===== config.mk =====
export PLATFORM = sky130hd
export DESIGN_NAME = tile_4_pic_fetch
export DESIGN_NICKNAME = d
export VERILOG_FILES = /design/src/rtl/tile_4_pic_fetch.sv
export SDC_FILE = /design/constraint.sdc
export NUM_CORES = 1
export LEC_CHECK = 0
export BUFFER_PORTS_ARGS = -buffer_cell sky130_fd_sc_hd__buf_4
export CAP_MARGIN = 20
export CELL_PAD_IN_SITES_DETAIL_PLACEMENT = 1
export CELL_PAD_IN_SITES_GLOBAL_PLACEMENT = 1
export CORE_MARGIN = 5
export CORE_UTILIZATION = 33
export DETAILED_ROUTE_END_ITERATION = 7
export PLACE_DENSITY = 0.8
export SYNTH_ARGS = -nofsm -noshare
export SYNTH_HDL_FRONTEND = slang
export SYNTH_SLANG_ARGS = --single-unit

===== constraint.sdc =====
create_clock -name Clk -period 3.6 [get_ports Clk]
set_input_delay 1.08 -clock Clk [delete_from_list [all_inputs] [get_ports Clk]]
set_output_delay 1.08 -clock Clk [all_outputs]
set_load 0.03 [all_outputs]

===== src/rtl/tile_4_pic_fetch.sv =====
// Fetches palette indices for a 2x2 block of 32x32 tiles placed on the VGA
// raster. The tile map is double-buffered: writes land in a shadow copy that
// becomes active at the first pixel of each frame. Pixel path is two stages.
module tile_4_pic_fetch #(
  parameter logic [9:0] ORIGIN_X = 10'd256,
  parameter logic [9:0] ORIGIN_Y = 10'd176
) (
  input  logic        Clk,
  input  logic        Reset,
  input  logic [9:0]  DrawX,
  input  logic [9:0]  DrawY,
  input  logic        pix_valid_in,
  output logic [11:0] rom_addr,
  input  logic [4:0]  rom_q,
  input  logic        map_we,
  input  logic [1:0]  map_sel,
  input  logic [1:0]  map_tile,
  output logic [4:0]  index,
  output logic        pix_valid_out,
  output logic        in_tile
);

  localparam logic [3:0][1:0] IDENTITY_MAP = {2'd3, 2'd2, 2'd1, 2'd0};

  logic            in_region;
  logic [5:0]      lx;
  logic [5:0]      ly;
  logic [1:0]      slot;
  logic            commit;

  logic [3:0][1:0] shadow_map_q, shadow_map_d;
  logic [3:0][1:0] active_map_q, active_map_d;
  logic            hit_s1_q, hit_s1_d;
  logic            valid_s1_q, valid_s1_d;
  logic [4:0]      index_q, index_d;
  logic            in_tile_q, in_tile_d;
  logic            pix_valid_out_q, pix_valid_out_d;

  // Region test and ROM address; 11-bit compares keep ORIGIN+64 from wrapping.
  always_comb begin
    in_region = ({1'b0, DrawX} >= {1'b0, ORIGIN_X}) &&
                ({1'b0, DrawX} <  ({1'b0, ORIGIN_X} + 11'd64)) &&
                ({1'b0, DrawY} >= {1'b0, ORIGIN_Y}) &&
                ({1'b0, DrawY} <  ({1'b0, ORIGIN_Y} + 11'd64));
    lx       = DrawX[5:0] - ORIGIN_X[5:0];
    ly       = DrawY[5:0] - ORIGIN_Y[5:0];
    slot     = {ly[5], lx[5]};
    rom_addr = in_region ? {active_map_q[slot], ly[4:0], lx[4:0]} : '0;
  end

  // Map double buffer; commit reads the shadow value from before this cycle's write.
  always_comb begin
    commit       = pix_valid_in && (DrawX == '0) && (DrawY == '0);
    shadow_map_d = shadow_map_q;
    if (map_we) begin
      shadow_map_d[map_sel] = map_tile;
    end
    active_map_d = commit ? shadow_map_q : active_map_q;
  end

  // Next-state for the two pixel pipeline stages.
  always_comb begin
    hit_s1_d        = in_region && pix_valid_in;
    valid_s1_d      = pix_valid_in;
    index_d         = hit_s1_q ? rom_q : '0;
    in_tile_d       = hit_s1_q;
    pix_valid_out_d = valid_s1_q;
  end

  // State registers with synchronous reset.
  always_ff @(posedge Clk) begin
    if (Reset) begin
      shadow_map_q    <= IDENTITY_MAP;
      active_map_q    <= IDENTITY_MAP;
      hit_s1_q        <= 1'b0;
      valid_s1_q      <= 1'b0;
      index_q         <= '0;
      in_tile_q       <= 1'b0;
      pix_valid_out_q <= 1'b0;
    end else begin
      shadow_map_q    <= shadow_map_d;
      active_map_q    <= active_map_d;
      hit_s1_q        <= hit_s1_d;
      valid_s1_q      <= valid_s1_d;
      index_q         <= index_d;
      in_tile_q       <= in_tile_d;
      pix_valid_out_q <= pix_valid_out_d;
    end
  end

  assign index         = index_q;
  assign in_tile       = in_tile_q;
  assign pix_valid_out = pix_valid_out_q;

endmodule


After elaboration in Yosys (flattened, before gate mapping):

Cells that the tools add are included.

* output and inout port bits: 19
* bits of input ports: 33
* register bits: 25

* $add $sub $neg: 1
* reduce and logical (&&, ||, !) cells: 10
* magnitude comparators: 7
* bitwise operators: 1
* multiplexer cells: 6

Operators by type and width (count)
* $logic_not A10 Y1: 2
* $mux W12: 1
* $ge A10 B8 Y1 const B: 1
* $ge A10 B9 Y1 const B: 1
* $lt A10 B8 Y1 const B: 1
* $lt A10 B9 Y1 const B: 1
* $bwmux W8: 1
* $logic_and A1 B1 Y1: 7
* $lt A2 B3 Y1 const B: 2
* $sub A6 B6 Y6 const B: 1
* $bmux W2 S2: 1
* $demux W2 S2: 1
* $mux W2: 2
* $ge A2 B1 Y1 const B: 1
* $reduce_or A2 Y1: 1
* $not A1 Y1: 1

Logic depth before layout (Yosys ltp):

Gate-level depths: netlist of run 1.

* depth after elaboration: 5
* gate-level depth with buffers: 7
* gate-level depth less buffers: 6

Least setup slack after synthesis of run 1:

OpenSTA, ideal clock, no wires.

* path type: input to output
* start: in DrawX[6]
* end: out rom_addr[9]
* slack: -73 ps
* stages on the path: 3
* path buffers: 0
* data arrival time: 2593 ps
* cells stage by stage: or4_4 or2_1 nor3_1

* longest elaborated chain between the ends: 5

Ends and longest elaborated chain
* start: declaration: RTL line 10 `input logic [9:0] DrawX,`
* $ge A10 B9 Y1 / $lt A10 B9 Y1 (equally long branches): RTL line 41, 42
* $logic_and A1 B1 Y1 *: RTL line 41 `in_region = ({1'b0, DrawX} >= {1'b0, ORIGIN_X}) &&`
* $logic_and A1 B1 Y1 *: RTL line 42 `({1'b0, DrawX} < ({1'b0, ORIGIN_X} + 11'd64)) &&`
* $logic_and A1 B1 Y1 *: RTL line 43 `({1'b0, DrawY} >= {1'b0, ORIGIN_Y}) &&`
* $mux W12 *: RTL line 48 `rom_addr = in_region ? {active_map_q[slot], ly[4:0], lx[4:0]} : '0;`
* end: declaration: RTL line 13 `output logic [11:0] rom_addr,`

Mark *: on every way between the ends. The rest lies on a longest branch, timed or not.

Worst setup path after layout of run 1:

* start: in DrawX[6]
* end: out rom_addr[8]

The elaborated chain is that of the path after synthesis.

==> results.yml, run 1 <==
status:
  run_status: "finished with violations"
  failing_checks: "setup timing"
timing:
  layout_min_cycle_time_ns: 3.603
  setup-tns-final_ns: -0.002934
  hold_violations: 0
  final_critical_path_setup_slack_ns: -0.002934
  clock.fmax_mhz: 277.6
  slew-limit-headroom: 0.7213
  final_worst_clock_skew_ns: 0.005478
  final-max-slew-violation-count: 0
  setup_viol: 1
  worst-slew-pin-transition_ns: 0.4143
  timing.final.crit_share: 1.001
logic_synthesis:
  main_combinational_cell_family_by_area_after_synthesis: "simple AND/OR/NAND/NOR gates"
  fraction_of_synthesized_cell_area_in_xor_and_xnor_cells: 0.007786
  ys_ff_latch: 25
  syn_area_per_cell_um2: 9.954
  yosys_most_used_dff: "sky130_fd_sc_hd__dfxtp_1"
  synth.distinct_cells: 25
  number_of_instances_in_the_synthesized_netlist: 113
  synth-simple-area-share: 0.3148
  synth_edf_count: 0
  post_synth_fa_ha_maj_area_fraction: 0.02225
  synth-compound-area-share: 0.03560
  seq_area_frac_synth: 0.4449
  netlist_area_mm2: 0.001125
  yosys_warnings: 0
  syn_nets: 148
  proportion_of_synthesized_flip_flops_having_asynchronous_set_or_reset: 0
  share_of_cell_area_taken_by_muxes_after_synthesis: 0.1468
power_and_ir_drop:
  power_frac_clock: 0.264
  logic_pwr_share: 0.134
  ir_worst_vdd_v: 0.0001458
  power_switching_share: 0.2322
  share_seq_of_total_power: 0.601
  power.switching_mw: 0.1092
  p_leak_nw: 0.7464
  p_per_area_mw_per_mm2: 279.3
  cellInternalPower_mw: 0.3612
route:
  vias_after_detailed_routing: 1004
  detail_route.first_pass.iterations: 2
  wl_per_cell_um: 15.64
  vias_per_cell: 4.692
  wirelength_um: 3348
  number_of_violations_reported_at_the_end_of_detailed_routing_iteration_0: 16
  drc: 0
  route.antenna.remaining_nets: 0
min_path:
  whs_endpoint: "pix_valid_out$_SDFF_PP0_"
  hold_path_depth: 1
  hold_removal_path_class: "reg2reg"
  hold_start: "pix_valid_out_d$_SDFF_PP0_"
layout:
  diodes: 0
  finish.cell_count_without_fillers: 214
  finalCoreUtilization: 0.5087
  nets: 204
  post-route-cell-area_mm2: 0.001684
  post_route_cells_drive_above_1_share: 0.4464
  synthToLayoutAreaGrowth_pct: 49.72
floorplanning:
  floorplan.io_pins: 52
  core_mm2: 0.003311
  floorplan.initialDensity: 0.3398
  die_wd_um: 68.38
  die_h_um: 68.38
  std_cell_rows: 21
  fp.dieArea_mm2: 0.004676
setup_path:
  r2r-start: "hit_s1_q$_SDFF_PP0_"
  biggest_fanout_along_the_worst_timing_path: 6
  critPathBufInv: 3
  cp_num_cells: 7
  ff2ff_path_depth: 2
  worst_ep_required_time_ns: 2.52
  critical_setup_path_kind: "in2out"
  setup.reg_to_reg.worst_slack_ns: 2.73
  cpMostUsedCell: "sky130_fd_sc_hd__buf_6"
  timing.critical_path.arrival_ns: 2.52
  crit_path_end_kind: "primary output"
  critical-path-slowest-cell: "sky130_fd_sc_hd__or4_4"
  timing.critical_path.max_delay_family: "simple AND/OR/NAND/NOR gates"
  rr_endpoint: "index[4]$_SDFF_PP0_"
  timing.critical_path.from_type: "primary input"
  timing.critical_path.slowest_cell_delay_ns: 0.52
  cp_cell_sequence: "buf_6, or4_4, or2_4, nor2_4, buf_6, and2_1, buf_6"
flow_run:
  timing.max_cap.violations: 0
global_route:
  grt_pass1_vias: 1049
  globalRouteOverflowTotal: 0
  grt_antenna_before_repair: 0
  grt.total_usage: 0.1348
  maximum_number_of_pins_on_one_net_before_global_route_repair: 24
  wire_length_of_the_first_global_routing_pass_um: 4698
place:
  placedInstanceArea_mm2: 0.001569
  numPortBuffers: 51
  dpl.hpwl_um: 2545
  place.detailed.instances: 209
  pre_cts_ws_ns: -0.02218
  globalplace.congestion: 0.7230
clock_network:
  cts_num_sinks: 25
  path_clk_slew_ns: 0.13
  cts-root-to-sink-buffers: 2
  cts-root-buf: "sky130_fd_sc_hd__clkbuf_4"
  cts-hold-fix-buffers: 0
  numCtsBuffers: 3
  cts-htree-levels: 1
  clk_latency_ns: 0.31
  cts_tree: "built"
-- timing repair --
action | CTS | global route
cloned | 1 | 0
endpoints found under the setup margin | 4 | 11
gates resized for setup | 5 | 22
pin swaps | 1 | 1
setup buffers | 0 | 0
-- synthesized netlist by cell type (3+ instances only) --
| master | instances | area share |
|---|---|---|
| sky130_fd_sc_hd__a21oi_1 | 4 | 0.018 |
| sky130_fd_sc_hd__mux2i_1 | 12 | 0.11 |
| sky130_fd_sc_hd__nor2_1 | 13 | 0.043 |
| sky130_fd_sc_hd__dfxtp_1 | 25 | 0.44 |
| sky130_fd_sc_hd__o21ai_0 | 4 | 0.018 |
| sky130_fd_sc_hd__and2_1 | 19 | 0.11 |
| sky130_fd_sc_hd__nand2b_1 | 4 | 0.022 |
| sky130_fd_sc_hd__nand3_1 | 6 | 0.027 |
| sky130_fd_sc_hd__nor2b_1 | 3 | 0.017 |
-- kinds of logic after synthesis --
| group | Yosys count |
|---|---|
| simple gates | 57 |
| flops | 25 |
| fa+ha+maj | 2 |
| compound gates | 8 |
| xor+xnor | 1 |
| mux | 14 |
| buf+inv | 6 |
-- worst reg2reg max path: stages, from the launching register on --
cell and delay (ns):
sky130_fd_sc_hd__dfxtp_1 0.33, sky130_fd_sc_hd__nor2b_1 0.29, sky130_fd_sc_hd__and2_1 0.19
-- worst max-delay path by stage --
stage | from | endpoint | slack, ns
final | DrawX[6] | rom_addr[8] | -0.003
after global routing | DrawX[9] | rom_addr[8] | -0.05
after CTS | DrawX[6] | rom_addr[7] | -0.009
after detailed placement | DrawX[6] | rom_addr[5] | -0.02
after global placement | DrawX[6] | rom_addr[5] | 0.06
after floorplan | DrawX[6] | rom_addr[2] | 0.01
-- metrics by stage --
step	hold WS (ns)	power (mW)
floorplan	0.4138	0.3110
global placement	0.4311	0.3476
detailed placement	0.4282	0.3501
CTS	0.4578	0.4721
global route	0.4733	0.4943
finish	0.4564	0.4704
-- registers in the layout, indices dropped and copies added, names as in the netlist --
name             flops
hit_s1_q             1
in_tile              1
active_map_q         8
index                5
pix_valid_out        1
pix_valid_out_d      1
shadow_map_q         8
-- cell type report --
class,count,area (um^2)
Timing Repair Buffer,55,461.7
Inverter,2,7.507
Multi-Input combinational cell,82,630.6
Fill cell,394,1627
Sequential cell,25,500.5
Tap cell,46,57.56
Clock buffer,4,26.28
-- power groups by stage --
stage | combinational, mW | sequential (mW) | clock (mW)
2_1_floorplan | 0.0218 | 0.289 | 0
3_3_place_gp | 0.0588 | 0.289 | 0
3_5_place_dp | 0.0610 | 0.289 | 0
4_1_cts | 0.0616 | 0.283 | 0.128
5_1_grt | 0.0683 | 0.284 | 0.142
6_report | 0.0633 | 0.283 | 0.124
-- metal layers --
metal,up-vias,share of wire,track usage
li1,495,-,-
met4,0,0.0093,0.02978
met5,-,0,0
met2,39,0.54,0.2586
met3,4,0.079,0.03612
met1,466,0.37,0.1440
-- placed cells by master (no fill, tap or decap), types with 3 or more instances in the layout --
| master | n |
|---|---|
| sky130_fd_sc_hd__and2_1 | 10 |
| sky130_fd_sc_hd__dfxtp_1 | 25 |
| sky130_fd_sc_hd__nand2b_1 | 4 |
| sky130_fd_sc_hd__buf_4 | 42 |
| sky130_fd_sc_hd__clkbuf_4 | 3 |
| sky130_fd_sc_hd__and2_4 | 9 |
| sky130_fd_sc_hd__buf_6 | 13 |
| sky130_fd_sc_hd__nand3_1 | 6 |
| sky130_fd_sc_hd__nor2_1 | 12 |
| sky130_fd_sc_hd__a21oi_1 | 4 |
| sky130_fd_sc_hd__nor2b_1 | 3 |
| sky130_fd_sc_hd__o21ai_0 | 4 |
| sky130_fd_sc_hd__mux2i_1 | 12 |
Note: power is estimated with default switching activity, not from simulation.
==> inputs of run 2 (changes only) <==
--- a/config.mk
+++ b/config.mk
@@ -13,6 +13,7 @@
 export CORE_UTILIZATION = 33
 export DETAILED_ROUTE_END_ITERATION = 7
 export PLACE_DENSITY = 0.8
+export SKIP_LAST_GASP = 1
 export SYNTH_ARGS = -nofsm -noshare
 export SYNTH_HDL_FRONTEND = slang
 export SYNTH_SLANG_ARGS = --single-unit
==> run 2 against run 1 <==
  * The flow still finishes with violations (setup timing)
  * Critical endpoint unchanged
  * Sequential power about the same
  * Design area is 0.52% lower
  * Sequential share of layout area up 0.16 points
  * Utilization down 0.26 points
  * Combinational power decreased by 0.8%
  * Cell count unchanged
  * Highest routed layer unchanged
  * Clock-buffer cell count did not move
  * Clock power hardly changed
==> results.yml, run 2 (synthesized netlist as in run 1, its figures left out) <==
power_and_ir_drop:
  p_per_area_mw_per_mm2: 280.1
  fin_total_pwr_mw: 0.4692
  ir_worst_vdd_v: 0.0001446
  p_leak_nw: 0.7424
timing:
  layout_min_cycle_time_ns: 3.617
  hold_violations: 0
  slew-limit-headroom: 0.7195
  final_worst_clock_skew_ns: 0.005029
  final_critical_path_setup_slack_ns: -0.01675
  rsz0062_at_grt: "true"
  worst-slew-pin-transition_ns: 0.4168
  setup-tns-final_ns: -0.04135
  final-max-slew-violation-count: 0
  setup_viol: 3
  timing.final.crit_share: 1.005
  clock.fmax_mhz: 276.5
layout:
  layout.cells.most_common: "sky130_fd_sc_hd__buf_4"
  diodes: 0
  finalCoreUtilization: 0.5060
  most-common-layout-cells: "sky130_fd_sc_hd__buf_4 (43), sky130_fd_sc_hd__dfxtp_1 (25)"
  synthToLayoutAreaGrowth_pct: 48.94
  nets: 204
  post_route_cells_drive_above_1_share: 0.4345
clock_network:
  cts-root-buf: "sky130_fd_sc_hd__clkbuf_4"
  clk_latency_ns: 0.31
  cts-htree-levels: 1
  cts_num_sinks: 25
  cts_setup_buffers: 0
  cts-root-to-sink-buffers: 2
  cts-hold-fix-buffers: 0
  numCtsBuffers: 3
  path_clk_slew_ns: 0.13
  cts_tree: "built"
floorplanning:
  std_cell_rows: 21
  die_wd_um: 68.38
  die_h_um: 68.38
  core_mm2: 0.003311
  floorplan.io_pins: 52
  fp.dieArea_mm2: 0.004676
  floorplan.initialDensity: 0.3398
place:
  dpl.hpwl_um: 2545
  pre_cts_ws_ns: -0.02218
  numPortBuffers: 51
  globalplace.congestion: 0.7230
route:
  detail_route.first_pass.iterations: 2
  wl_per_cell_um: 15.52
  vias_per_cell: 4.664
  number_of_violations_reported_at_the_end_of_detailed_routing_iteration_0: 20
  drc: 0
  wirelength_um: 3321
  route.antenna.remaining_nets: 0
  vias_after_detailed_routing: 998
setup_path:
  cpMostUsedCell: "sky130_fd_sc_hd__buf_6"
  biggest_fanout_along_the_worst_timing_path: 6
  crit_path_end_kind: "primary output"
  critical-path-slowest-cell: "sky130_fd_sc_hd__or4_4"
  timing.critical_path.from_type: "primary input"
  timing.critical_path.arrival_ns: 2.54
  worst_ep_required_time_ns: 2.52
  timing.critical_path.slowest_cell_delay_ns: 0.52
  critical_setup_path_kind: "in2out"
  cp_cell_sequence: "buf_4, or4_4, or2_4, nor2_4, buf_6, and2_1, buf_6"
flow_run:
  timing.max_cap.violations: 0
global_route:
  globalRouteOverflowTotal: 0
  grt_antenna_before_repair: 0
  maximum_number_of_pins_on_one_net_before_global_route_repair: 24
  grt_pass1_vias: 1049
  wire_length_of_the_first_global_routing_pass_um: 4698
  grt.total_usage: 0.1348
status:
  failing_checks: "setup timing"
  run_status: "finished with violations"
min_path:
  hold_removal_path_class: "reg2reg"
-- run 2: cell counts in the layout (fill, tap and decap cells not counted) --
Identical to the previous run, type by type.
-- run 2: path summary, 6_finish.rpt --
check	start	to	slack, ns	cells past startpoint
setup / recovery	DrawX[6]	rom_addr[8]	-0.02	7
hold / removal	pix_valid_out_d$_SDFF_PP0_	pix_valid_out$_SDFF_PP0_	0.46	1
setup reg to reg	hit_s1_q$_SDFF_PP0_	index[4]$_SDFF_PP0_	2.73	2
hold reg to reg	pix_valid_out_d$_SDFF_PP0_	pix_valid_out$_SDFF_PP0_	0.46	1
-- run 2: layout make-up --
type / count / area, um^2
clock buffers: 4 / 26.28
fillers: 397 / 1635
inverters: 2 / 7.507
multi-input cells: 82 / 625.6
flip-flops and latches: 25 / 500.5
well taps: 46 / 57.56
repair buffers: 55 / 457.9
-- run 2: per-stage QoR --
stage	instances	area, um^2	hold slack (ns)
global route	214	1675	0.4733
global placement	209	1569	0.4311
floorplan	113	1130	0.4138
finish	214	1675	0.4561
detailed placement	209	1569	0.4282
CTS	214	1610	0.4578
-- run 2: critical path, delay by kind of cell --
kind | cells | cell delay [ns]
buffers and inverters | 3 | 0.38
and+or+nand+nor | 4 | 1.07
-- run 2: what timing repair did --
action	CTS	global route
resized for setup	4	20
pin swaps	1	1
endpoints found under the setup margin	4	11
gates cloned	1	0
-- run 2: routing by layer --
layer  GRT usage  vias to the layer above  share of wire
li1            -                      495              -
met1      0.1440                      464           0.39
met2      0.2586                       37           0.53
met3     0.03612                        2          0.080
met4     0.02978                        0         0.0051
met5           0                        -              0
-- run 2: power breakdown --
group	switching [mW]	internal, mW
Clock	0.0802	0.0433
Combinational	0.0261	0.0366
Sequential	0.00210	0.281
==> inputs of run 3 (changes only) <==
==> constraint.sdc (replaced) <==
create_clock -name Clk -period 3.4 [get_ports Clk]
set_input_delay 1.02 -clock Clk [delete_from_list [all_inputs] [get_ports Clk]]
set_output_delay 1.02 -clock Clk [all_outputs]
set_load 0.03 [all_outputs]
==> run 3 against run 2 <==
  * The flow still finishes with violations (setup timing)
  * Critical endpoint is now rom_addr[4]
  * Largest cell class unchanged
  * Register-to-register slack worse by 0.17 ns
  * Sequential cell count stayed put
  * Worst setup slack worse by 0.030 ns
  * Utilization is 0.87 points higher
  * First-iteration DRC count is 15% higher
  * Critical path depth stayed put
==> results.yml, run 3 (synthesized netlist as in run 1, its figures left out) <==
status:
  failing_checks: "setup timing"
  run_status: "finished with violations"
setup_path:
  worstSetupStartpoint: "DrawY[8]"
  biggest_fanout_along_the_worst_timing_path: 6
  timing.critical_path.arrival_ns: 2.43
  cpMostUsedCell: "sky130_fd_sc_hd__buf_6"
  critical_setup_path_kind: "in2out"
  ff2ff_path_depth: 2
  worst_ep_required_time_ns: 2.38
  critical_path.endpoint: "rom_addr[4]"
  r2r-start: "hit_s1_q$_SDFF_PP0_"
  timing.critical_path.from_type: "primary input"
  timing.critical_path.slowest_cell_delay_ns: 0.52
  rr_endpoint: "index[4]$_SDFF_PP0_"
  timing.critical_path.max_delay_family: "simple AND/OR/NAND/NOR gates"
  setup.reg_to_reg.worst_slack_ns: 2.56
  critPathBufInv: 3
  cp_cell_sequence: "buf_6, or4_4, or2_4, nor2_4, buf_6, and2_4, buf_6"
  cp_num_cells: 7
  critical-path-slowest-cell: "sky130_fd_sc_hd__or4_4"
  crit_path_end_kind: "primary output"
floorplanning:
  die_wd_um: 68.38
  die_h_um: 68.38
  core_mm2: 0.003311
  floorplan.io_pins: 52
  floorplan.initialDensity: 0.3398
  fp.dieArea_mm2: 0.004676
  std_cell_rows: 21
place:
  globalplace.congestion: 0.7282
  pre_cts_ws_ns: -0.08827
  numPortBuffers: 51
  dpl.hpwl_um: 2518
route:
  number_of_violations_reported_at_the_end_of_detailed_routing_iteration_0: 23
  vias_after_detailed_routing: 1010
  detail_route.first_pass.iterations: 4
  vias_per_cell: 4.698
  wirelength_um: 3247
  route.antenna.remaining_nets: 0
  wl_per_cell_um: 15.10
  drc: 0
power_and_ir_drop:
  ir_worst_vdd_v: 0.0002721
  p_leak_nw: 0.7586
  p_per_area_mw_per_mm2: 291.6
  fin_total_pwr_mw: 0.4970
layout:
  layout.cells.most_common: "sky130_fd_sc_hd__buf_4"
  most-common-layout-cells: "sky130_fd_sc_hd__buf_4 (41), sky130_fd_sc_hd__dfxtp_1 (25), sky130_fd_sc_hd__buf_6 (15)"
  nets: 205
  post_route_cells_drive_above_1_share: 0.4675
  diodes: 0
  synthToLayoutAreaGrowth_pct: 51.50
timing:
  clock.fmax_mhz: 290.1
  timing.final.crit_share: 1.014
  whs_ns: 0.4614
  final_worst_clock_skew_ns: 0.003136
  final-max-slew-violation-count: 0
  hold_violations: 0
  slew-limit-headroom: 0.6990
  worst-slew-pin-transition_ns: 0.4474
  rsz0062_at_grt: "true"
  setup_viol: 11
  layout_min_cycle_time_ns: 3.447
  setup-tns-final_ns: -0.3479
  final_critical_path_setup_slack_ns: -0.04693
clock_network:
  cts-htree-levels: 1
  cts-root-to-sink-buffers: 2
  path_clk_slew_ns: 0.13
  clk_latency_ns: 0.31
  cts_tree: "built"
  cts-root-buf: "sky130_fd_sc_hd__clkbuf_4"
  numCtsBuffers: 3
  cts_num_sinks: 25
  cts-hold-fix-buffers: 0
flow_run:
  timing.max_cap.violations: 0
global_route:
  maximum_number_of_pins_on_one_net_before_global_route_repair: 24
  grt.total_usage: 0.1466
  globalRouteOverflowTotal: 0
  wire_length_of_the_first_global_routing_pass_um: 5119
  grt_antenna_before_repair: 0
  grt_pass1_vias: 1104
min_path:
  hold_removal_path_class: "reg2reg"
run 3: timing repair:
item / CTS / global route
resized for setup: 27 / 3
gates cloned: 1 / 0
pin swaps: 10 / 4
setup buffers: 1 / 0
setup endpoints to repair: 11 / 12
run 3: cell type report:
cell class              instances  area, um^2
clock buffers                   3       22.52
clock inverters                 1       5.005
fillers                       387        1607
inverters                       2       7.507
multi-input cells              82       634.4
flip-flops and latches         25       500.5
well taps                      46       57.56
repair buffers                 56       476.7
run 3: how the worst min path moves through the flow:
stage | start | end | slack (ns) | cells past startpoint
global route | pix_valid_out_d$_SDFF_PP0_ | pix_valid_out$_SDFF_PP0_ | 0.48 | 1
detailed placement | pix_valid_out_d$_SDFF_PP0_ | pix_valid_out$_SDFF_PP0_ | 0.44 | 1
finish | pix_valid_out_d$_SDFF_PP0_ | pix_valid_out$_SDFF_PP0_ | 0.46 | 1
floorplan | pix_valid_out_d$_SDFF_PP0_ | pix_valid_out$_SDFF_PP0_ | 0.41 | 1
global placement | pix_valid_out_d$_SDFF_PP0_ | pix_valid_out$_SDFF_PP0_ | 0.43 | 1
CTS | pix_valid_out_d$_SDFF_PP0_ | pix_valid_out$_SDFF_PP0_ | 0.46 | 1
run 3: through the flow:
step                      instances    util  instance area [um^2]
after detailed placement        209  0.4773                  1580
after global placement          209  0.4773                  1580
final                           215  0.5147                  1704
after floorplan                 113       -                  1141
after global routing            215  0.5147                  1704
after CTS                       215  0.5136                  1700
run 3: layer usage:
| layer | GRT usage | vias to the layer above | routed length, um |
|---|---|---|---|
| met2 | 0.2789 | 39 | 1748 |
| met4 | 0.02233 | 0 | 0 |
| met1 | 0.1595 | 474 | 1248 |
| met3 | 0.04433 | 0 | 251 |
| li1 | - | 497 | - |
| met5 | 0 | - | 0 |
run 3: power by group:
group | leakage (nW) | internal, mW | switching [mW]
Combinational | 0.538 | 0.0397 | 0.0281
Sequential | 0.203 | 0.297 | 0.00210
Clock | 0.0177 | 0.0440 | 0.0858
Total | 0.759 | 0.381 | 0.116
